<file path="src/rtl/sync_fifo_pkg.sv">
// sync_fifo_pkg: width and depth helpers shared by the FIFO top and its RAM
package sync_fifo_pkg;

    function automatic int depth(input int aw);
        return 1 << aw;
    endfunction

    function automatic int ptr_w(input int aw);
        return aw + 1;
    endfunction

    function automatic int level_w(input int aw);
        return aw + 1;
    endfunction

endpackage

</file>
<file path="src/rtl/sync_fifo_level_ram.sv">
// sync_fifo_level_ram: 1W1R storage array, synchronous write, asynchronous read
//   clk   : write clock
//   we    : write enable
//   waddr : write address
//   wdata : write payload
//   raddr : read address
//   rdata : combinational read payload
module sync_fifo_level_ram
    import sync_fifo_pkg::*;
#(
    parameter int ADDR_WIDTH = 3,
    parameter int DATA_WIDTH = 8
) (
    input  logic                  clk,
    input  logic                  we,
    input  logic [ADDR_WIDTH-1:0] waddr,
    input  logic [DATA_WIDTH-1:0] wdata,
    input  logic [ADDR_WIDTH-1:0] raddr,
    output logic [DATA_WIDTH-1:0] rdata
);

    logic [DATA_WIDTH-1:0] mem [depth(ADDR_WIDTH)];

    always_ff @(posedge clk)
        if (we) mem[waddr] <= wdata;

    assign rdata = mem[raddr];

endmodule

</file>
<file path="src/rtl/sync_fifo_level.sv">
// sync_fifo_level: single-clock FIFO with occupancy counter, thresholds and optional registered read data
//   clk, reset_n               : clock, synchronous active-low reset
//   wen, wdata, wfull          : write side, walmost_full when level >= af_thresh
//   ren, rdata, rvalid, rempty : read side, ralmost_empty when level <= ae_thresh
//   level                      : current occupancy 0..DEPTH
//   af_thresh, ae_thresh       : quasi-static thresholds
//   SYNC_FIFO_LEVEL_ERR_EN     : adds err_clr, sticky overflow/underflow
module sync_fifo_level
    import sync_fifo_pkg::*;
#(
    parameter int ADDR_WIDTH = 3,
    parameter int DATA_WIDTH = 8,
    parameter bit REG_OUT    = 0
) (
    input  logic                  clk,
    input  logic                  reset_n,
    input  logic                  wen,
    input  logic [DATA_WIDTH-1:0] wdata,
    output logic                  wfull,
    output logic                  walmost_full,
    input  logic                  ren,
    output logic [DATA_WIDTH-1:0] rdata,
    output logic                  rvalid,
    output logic                  rempty,
    output logic                  ralmost_empty,
    output logic [ADDR_WIDTH:0]   level,
    input  logic [ADDR_WIDTH:0]   af_thresh,
    input  logic [ADDR_WIDTH:0]   ae_thresh
`ifdef SYNC_FIFO_LEVEL_ERR_EN
    ,
    input  logic                  err_clr,
    output logic                  overflow,
    output logic                  underflow
`endif
);

    localparam int FIFO_LEVEL_W = level_w(ADDR_WIDTH);
    localparam int PTR_W = ptr_w(ADDR_WIDTH);
    localparam logic [FIFO_LEVEL_W-1:0] DEPTH = FIFO_LEVEL_W'(depth(ADDR_WIDTH));

    logic [PTR_W-1:0]        wbin, rbin;
    logic [FIFO_LEVEL_W-1:0] level_next;
    logic [DATA_WIDTH-1:0]   ram_rdata;
    logic                    wincr, rincr;

    assign wincr = wen & ~wfull;
    assign rincr = ren & ~rempty;
    assign level_next = level + FIFO_LEVEL_W'(wincr) - FIFO_LEVEL_W'(rincr);

    always_ff @(posedge clk) begin
        if (!reset_n) begin
            wbin          <= '0;
            rbin          <= '0;
            level         <= '0;
            wfull         <= 1'b0;
            rempty        <= 1'b1;
            walmost_full  <= (af_thresh == '0);
            ralmost_empty <= 1'b1;
        end else begin
            wbin          <= wbin + PTR_W'(wincr);
            rbin          <= rbin + PTR_W'(rincr);
            level         <= level_next;
            wfull         <= (level_next == DEPTH);
            rempty        <= (level_next == '0);
            walmost_full  <= (level_next >= af_thresh);
            ralmost_empty <= (level_next <= ae_thresh);
        end
    end

    sync_fifo_level_ram #(
        .ADDR_WIDTH(ADDR_WIDTH),
        .DATA_WIDTH(DATA_WIDTH)
    ) u_ram (
        .clk  (clk),
        .we   (wincr),
        .waddr(wbin[ADDR_WIDTH-1:0]),
        .wdata(wdata),
        .raddr(rbin[ADDR_WIDTH-1:0]),
        .rdata(ram_rdata)
    );

    generate
        if (REG_OUT) begin : g_reg_out
            always_ff @(posedge clk) begin
                if (!reset_n) begin
                    rdata  <= '0;
                    rvalid <= 1'b0;
                end else begin
                    rvalid <= rincr;
                    if (rincr) rdata <= ram_rdata;
                end
            end
        end else begin : g_show_ahead
            assign rdata  = ram_rdata;
            assign rvalid = rincr;
        end
    endgenerate

`ifdef SYNC_FIFO_LEVEL_ERR_EN
    // a new error in the same cycle as err_clr stays set
    always_ff @(posedge clk) begin
        if (!reset_n) begin
            overflow  <= 1'b0;
            underflow <= 1'b0;
        end else begin
            overflow  <= (wen & wfull) ? 1'b1 : err_clr ? 1'b0 : overflow;
            underflow <= (ren & rempty) ? 1'b1 : err_clr ? 1'b0 : underflow;
        end
    end
`endif

endmodule

</file>
<file path="config.mk">
export PLATFORM = sky130hd
export DESIGN_NAME = sync_fifo_level
export DESIGN_NICKNAME = d
export VERILOG_FILES = /design/src/rtl/sync_fifo_pkg.sv /design/src/rtl/sync_fifo_level_ram.sv /design/src/rtl/sync_fifo_level.sv
export SDC_FILE = /design/constraint.sdc
export NUM_CORES = 1
export LEC_CHECK = 0
export ABC_AREA = 1
export CAP_MARGIN = 15
export CELL_PAD_IN_SITES_DETAIL_PLACEMENT = 1
export CELL_PAD_IN_SITES_GLOBAL_PLACEMENT = 1
export CORE_ASPECT_RATIO = 0.6
export CORE_MARGIN = 1.5
export CORE_UTILIZATION = 45
export CTS_CLUSTER_DIAMETER = 80
export DETAILED_ROUTE_END_ITERATION = 16
export PLACE_DENSITY = 0.89
export SLEW_MARGIN = 10
export SYNTH_ARGS = -nofsm -noshare
export SYNTH_HDL_FRONTEND = slang
export SYNTH_SLANG_ARGS = --single-unit
</file>
<file path="constraint.sdc">
create_clock -name clk -period 2.8 [get_ports clk]
set_clock_uncertainty 0.15 [all_clocks]
set_input_delay 0.28 -clock clk [delete_from_list [all_inputs] [get_ports clk]]
set_output_delay 0.28 -clock clk [all_outputs]
set_load 0.02 [all_outputs]
</file>
==> results of run 1 <==
-- state kept, by name, summed over array words and instances (netlist names) --
name	count
u_ram.mem	64
level	4
rbin	3
wbin	3
ralmost_empty	1
rempty	1
walmost_full	1
wfull	1
-- worst max-delay path by stage --
| stage | to | depth (start not counted) |
|---|---|---|
| 5_1_grt | ralmost_empty | 14 |
| 6_report | ralmost_empty | 14 |
| 4_1_cts | walmost_full | 15 |
| 2_1_floorplan | walmost_full | 12 |
| 3_5_place_dp | ralmost_empty | 14 |
| 3_3_place_gp | ralmost_empty | 14 |
-- cells by family (layout without fill, tap and decap cells) --
| group | Yosys count | count (layout) | synth area share [%] |
|---|---|---|---|
| muxes | 16 | 16 | 4.74 |
| adders and majority gates | 14 | 14 | 5.41 |
| xor gates and xnor gates | 3 | 3 | 0.778 |
| AOI/OAI and AO/OA | 43 | 43 | 7.18 |
| buffers and inverters | 41 | 105 | 6.48 |
| DFF | 78 | 78 | 65.2 |
| and+or+nand+nor | 89 | 89 | 10.3 |
-- cell usage after synthesis --
master	count
buf_12	2
nand4_1	1
buf_6	3
nand2_2	2
inv_6	1
buf_2	4
o21ai_0	10
o21ai_2	1
o22ai_1	16
ha_1	13
edfxtp_1	64
nor2_1	34
a21oi_2	1
xnor2_1	3
inv_2	2
dfxtp_1	14
inv_1	28
clkbuf_1	1
fa_1	1
nand3_1	4
mux2i_1	16
nand2_1	48
o21ai_1	11
a21oi_1	4
-- metal layers --
layer | global-route usage (%) | vias to the layer above | share of wire [%]
li1 | - | 1100 | -
met1 | 32.9 | 1199 | 42
met2 | 44.4 | 79 | 49
met3 | 7.55 | 26 | 5.8
met4 | 9.05 | 0 | 2.9
met5 | 0 | - | 0
-- cell type report --
cell class / count / area [um^2]
timing repair buffer: 58 / 538
clock inverter: 7 / 72.6
multi-input combinational: 165 / 982
fill: 741 / 3000
inverter: 31 / 121
clock buffer: 9 / 225
sequential: 78 / 2200
tap: 104 / 130
-- worst register-to-register path, stage by stage, from the launching register on --
cell and delay (ns):
dfxtp_1 0.34, nor2_4 0.12, inv_1 0.07, nand2_1 0.07
nand2_1 0.06, ha_2 0.20, fa_2 0.40, xnor2_2 0.25
inv_2 0.08, ha_1 0.31, nand2_1 0.08, o21ai_1 0.17
nand3_1 0.10
-- through the flow --
| step | util [%] | std cells |
|---|---|---|
| CTS | 58.4 | 450 |
| finish | 58.8 | 452 |
| detailed placement | 54.0 | 433 |
| floorplan | - | 284 |
| global route | 58.8 | 452 |
| global placement | 54.0 | 433 |
-- report_power, final --
part           total, mW  internal (mW)  switching (mW)
registers           1.46           1.39          0.0727
logic               1.74          0.721            1.02
clock network       1.17          0.693           0.480
-- repair_timing --
action	CTS	global route
pin swaps	1	3
gates resized for setup	3	5
gates cloned	0	0
setup endpoints to repair	2	2
buffers inserted	1	2
==> flow_summary.json, run 1 <==
{
  "antenna_found_initial": 0,
  "port_buffers": 36,
  "cp_data_required_time_ns": 2.85,
  "first_global_vias": 2672,
  "ff2ff_setup_slack_ns": 0.25,
  "grt_start_max_net_pins": 34,
  "min_from": "wbin[2]",
  "vias_per_cell": 5.32,
  "yosys_warnings": 0,
  "dp_hpwl_mm": 6.00,
  "drv_cap": 0,
  "peakVddDrop_mv": 0.373,
  "fin_crit_ns": 2.76,
  "synth_cell_types": 24,
  "synthToLayoutAreaGrowth_pct": 26.4,
  "fin_ws_ns": 0.0413,
  "grt-ovfl-total": 0,
  "firstDrtPassIters": 4,
  "via_count": 2404,
  "crit_top_cell": "nand2_1",
  "cp_top_family": "adder cells",
  "root_buffer": "clkbuf_16",
  "finalHoldViolations": 0,
  "synth.largest_area_cell": "edfxtp_1",
  "layout_common_cells": "edfxtp_1 (64), nand2_1 (48), clkdlybuf4s50_1 (36)",
  "final_common_cell": "edfxtp_1",
  "syn_nets": 318,
  "hold_class": "reg2reg",
  "crit_type": "in2reg",
  "critical_path_arrival_ns": 2.81,
  "core_area_um2": 7270,
  "clock_latency_ns": 0.34,
  "grt_usage_pct": 26.5,
  "netlist_top_cells_area": "edfxtp_1 (57%), dfxtp_1 (8.3%), nand2_1 (5.3%)",
  "powerDensity_nw_per_um2": 1030,
  "p_leak_nw": 1.66,
  "hold_depth": 2,
  "cts_buffers": 9,
  "ys_seq_area_share_pct": 65.2,
  "drive_above_1_share_pct": 14.4,
  "ctsLongestPathBuffers": 2,
  "reg2reg_from": "rempty",
  "synth_area_um2": 3380,
  "slowest_stage": "clkdlybuf4s50_1",
  "die_x_um": 115,
  "path_max_fanout": 4,
  "rows": 24,
  "cts_tree": "yes",
  "clkTransAtPathRegs_ns": 0.06,
  "fin_nets": 377,
  "drc_errors": 0,
  "gp_congestion": 0.819,
  "postLayoutCellArea_um2": 4270,
  "num_antenna_cells": 0,
  "finalSetupViolCount": 0,
  "postSynthCellCount": 284,
  "reg2reg_depth": 12,
  "outcome": "finished, final reports clean",
  "end_kind": "flop",
  "critPathLaunchType": "primary input",
  "worstPathCellList": "clkdlybuf4s50_1, inv_1, nor2_4, inv_1, nand2_1, nand2_1, ha_2, fa_2, xnor2_2, inv_2, ha_1, nand2_1, o21ai_1, nand3_1",
  "drtAntennaViolNets": 0,
  "fin_tns_setup_ns": 0,
  "wire_per_inst_um": 21.6,
  "slew_viol_final": 0,
  "place_area_um2": 3930,
  "initial_core_util_pct": 46.5,
  "cts_hold_buf": 0,
  "rr_endpoint": "ralmost_empty",
  "htreeDepth": 3,
  "critPathBufInv": 4,
  "drt-initial-drc-count": 195,
  "grt_pass1_wl_mm": 15.0,
  "slowest_delay_ns": 0.49,
  "worstMarginPinSlew_ns": 0.530,
  "relSlewSlack_pct": 64.5,
  "p_total_mw": 4.38,
  "hold_path_end": "wbin[2]",
  "pre_cts_ws_ns": -0.485,
  "wl_mm": 9.77,
  "ys_ff_latch": 78,
  "io_pins": 37,
  "synth_top_area_share_pct": 56.9,
  "dieArea_um2": 8060,
  "fin_hold_ws_ns": 0.446,
  "max_freq_ghz": 0.362,
  "clkSinkCount": 78,
  "die_y_um": 70.1,
  "postSynthAreaPerCell_um2": 11.9,
  "crit_start": "ren",
  "finalCritPeriodShare_pct": 98.5
}
Power figures use the tool's default switching activity.
==> run 2: changes to the inputs <==
--- a/config.mk
+++ b/config.mk
@@ -10,12 +10,14 @@
 export CELL_PAD_IN_SITES_DETAIL_PLACEMENT = 1
 export CELL_PAD_IN_SITES_GLOBAL_PLACEMENT = 1
 export CORE_ASPECT_RATIO = 0.6
-export CORE_MARGIN = 1.5
-export CORE_UTILIZATION = 45
+export CORE_MARGIN = 3
+export CORE_UTILIZATION = 44
 export CTS_CLUSTER_DIAMETER = 80
 export DETAILED_ROUTE_END_ITERATION = 16
-export PLACE_DENSITY = 0.89
+export PLACE_DENSITY = 0.9
+export REMOVE_ABC_BUFFERS = 1
 export SLEW_MARGIN = 10
 export SYNTH_ARGS = -nofsm -noshare
 export SYNTH_HDL_FRONTEND = slang
+export SYNTH_HIERARCHICAL = 1
 export SYNTH_SLANG_ARGS = --single-unit
==> run 2 against run 1 <==
Clock power fell by 10%. Non-clock buffer count shrank 3. Flip-flop and latch count is the same. Wire length up 5.4%. First-iteration DRC count decreased by 11%. Critical path depth fell by 1. Worst setup slack improved by 0.13 ns. Critical path type unchanged. Total power fell by 6.7%. Synthesized cell count up 40%. Register-to-register slack improved by 0.05 ns. Via count grew 15%.
==> flow_summary.json, run 2 <==
{
  "outcome": "finished, final reports clean",
  "fin_ws_ns": 0.175,
  "fin_hold_ws_ns": 0.442,
  "fin_util_pct": 56.1,
  "clock_latency_ns": 0.33,
  "p_clk_share_pct": 25.7,
  "fin_crit_ns": 2.63,
  "die_x_um": 125,
  "max_freq_ghz": 0.381,
  "hold_path_end": "wbin[2]",
  "grt_usage_pct": 22.7,
  "critPathLaunchType": "primary input",
  "final_common_cell": "nand2_1",
  "drc_errors": 0,
  "peakVddDrop_mv": 0.376,
  "rr_endpoint": "walmost_full",
  "die_y_um": 77.2,
  "clkTransAtPathRegs_ns": 0.06,
  "gp_congestion": 0.837,
  "switching_power_mw": 1.48,
  "yosys_warnings": 6,
  "p_comb_share_pct": 38.4,
  "place_area_um2": 4250,
  "wire_per_inst_um": 18.2,
  "ys_seq_area_share_pct": 59.2,
  "cts_hold_buf": 0,
  "initial_core_util_pct": 46.3,
  "crit_type": "in2reg",
  "ys_ff_latch": 78,
  "drtAntennaViolNets": 0,
  "nFillCells": 935,
  "root_buffer": "clkbuf_16",
  "synth_ff_type": "edfxtp_1",
  "relSlewSlack_pct": 61.9,
  "seqPwrFrac_pct": 35.9,
  "htreeDepth": 3,
  "core_area_um2": 8040,
  "async_flop_share_pct": 0,
  "io_pins": 37,
  "synth_top_area_share_pct": 51.6,
  "end_kind": "flop",
  "synth_most_common_cell": "nand2_1",
  "path_max_fanout": 4,
  "cts_buffers": 9,
  "antenna_found_initial": 0,
  "synth-edff-count": 64,
  "intPower_mw": 2.60,
  "regMostFlops": "u_ram/mem",
  "critical_path_arrival_ns": 2.71,
  "multi_input_area_um2": 1050,
  "netlist_top_cells_area": "edfxtp_1 (52%), nand2_1 (13%), inv_1 (9.3%)",
  "fin_tns_setup_ns": 0,
  "postSynthAreaPerCell_um2": 9.35,
  "dieArea_um2": 9640,
  "hold_depth": 2,
  "cts_tree": "yes",
  "wl_mm": 10.3,
  "reg2reg_depth": 12,
  "slew_viol_final": 0,
  "grt-ovfl-total": 0,
  "finalCritPeriodShare_pct": 93.8,
  "finalSetupViolCount": 0,
  "ff2ff_setup_slack_ns": 0.30,
  "postSynthCellCount": 398,
  "pre_cts_ws_ns": -0.170,
  "drt-initial-drc-count": 173,
  "rsz0062_at_grt": "false",
  "synth_cell_types": 25,
  "top_regs": "u_ram/mem x64, level x4",
  "num_antenna_cells": 0,
  "powerDensity_nw_per_um2": 905,
  "reg2reg_from": "rempty",
  "grt_pass1_wl_mm": 16.6,
  "grt_start_max_net_pins": 33,
  "first_global_vias": 3176,
  "vias_per_cell": 4.91,
  "drv_cap": 0,
  "ctsLongestPathBuffers": 2,
  "finalHoldViolations": 0,
  "synth_area_um2": 3720,
  "drive_above_1_share_pct": 9.19,
  "postLayoutCellArea_um2": 4510,
  "port_buffers": 36,
  "fin_nets": 486,
  "cp_data_required_time_ns": 2.89,
  "ys_top_cells_by_count": "nand2_1 (126), inv_1 (92), edfxtp_1 (64), nand3_1 (34), nor2_1 (18)",
  "final-seq-area_um2": 2200,
  "cts-resized-gates": 0,
  "clkSinkCount": 78,
  "p_leak_nw": 2.13,
  "cts_setup_buffers": 0,
  "switching_share_pct": 36.3,
  "dp_hpwl_mm": 7.54,
  "layout.cells.non_filler": 565,
  "synthToLayoutAreaGrowth_pct": 21.2,
  "largest_reg_flops": 64,
  "layout_common_cells": "nand2_1 (126), inv_1 (92), edfxtp_1 (64)",
  "dp.cells": 549,
  "min_from": "wbin[2]",
  "via_count": 2773,
  "rows": 25,
  "p_total_mw": 4.09,
  "synth.largest_area_cell": "edfxtp_1",
  "hold_class": "reg2reg",
  "worstMarginPinSlew_ns": 0.570,
  "firstDrtPassIters": 4
}
-- run 2: changes by cell type in the layout (fill, tap and decap cells not counted), sizes merged, moves of 3 or more --
cell   delta
buf       -3
inv      +63
mux2i    -16
nand2    +79
nand3    +32
nor2     -16
o21ai    -16
o22ai    -16
-- run 2: logic make-up after synthesis --
logic type | after synthesis | share of synthesized area, %
AO/OA/AOI/OAI | 11 | 1.75
XOR/XNOR | 3 | 0.706
adder cells (fa/ha/maj) | 14 | 4.91
buffers and inverters | 107 | 12.7
flip-flops | 78 | 59.2
AND/OR/NAND/NOR | 185 | 20.8
-- run 2: cell type report --
class / instances / share of cell area [%]
Inverter: 95 / 7.96
Clock buffer: 10 / 5.07
Timing Repair Buffer: 55 / 11.1
Multi-Input combinational cell: 213 / 23.2
Tap cell: 108 / 2.99
Sequential cell: 78 / 48.8
Clock inverter: 6 / 0.832
-- run 2: worst max path at each step --
stage,cells past startpoint,slack [ns],startpoint,end
finish,13,0.17,wen,walmost_full
global route,13,0.01,wen,walmost_full
CTS,13,0.20,wen,walmost_full
detailed placement,13,-0.17,wen,walmost_full
global placement,13,-0.01,wen,walmost_full
floorplan,12,0.12,rempty,walmost_full
-- run 2: power groups by stage --
stage / Clock [mW] / Sequential (mW) / Combinational, mW
2_1_floorplan: 0 / 1.55 / 0.829
5_1_grt: 1.13 / 1.48 / 1.75
3_5_place_dp: 0 / 1.49 / 1.56
4_1_cts: 1.07 / 1.47 / 1.57
3_3_place_gp: 0 / 1.48 / 1.43
6_report: 1.05 / 1.47 / 1.57
-- run 2: critical path, stage by stage --
cell,delay [ns]
clkdlybuf4s50_1,0.46
inv_1,0.05
o21ai_0,0.22
nand2_1,0.08
ha_1,0.22
fa_1,0.61
ha_1,0.29
o21ai_0,0.10
nand2_1,0.10
a21oi_1,0.16
nand2_1,0.07
nand2_1,0.06
inv_1,0.03
-- run 2: layer usage --
metal / global-route usage (%) / vias to the layer above / wire length (um)
met1: 27.5 / 1329 / 4370
met2: 38.5 / 84 / 5010
met3: 5.92 / 30 / 604
li1: - / 1330 / -
met5: 0 / - / 0
met4: 10.1 / 0 / 311
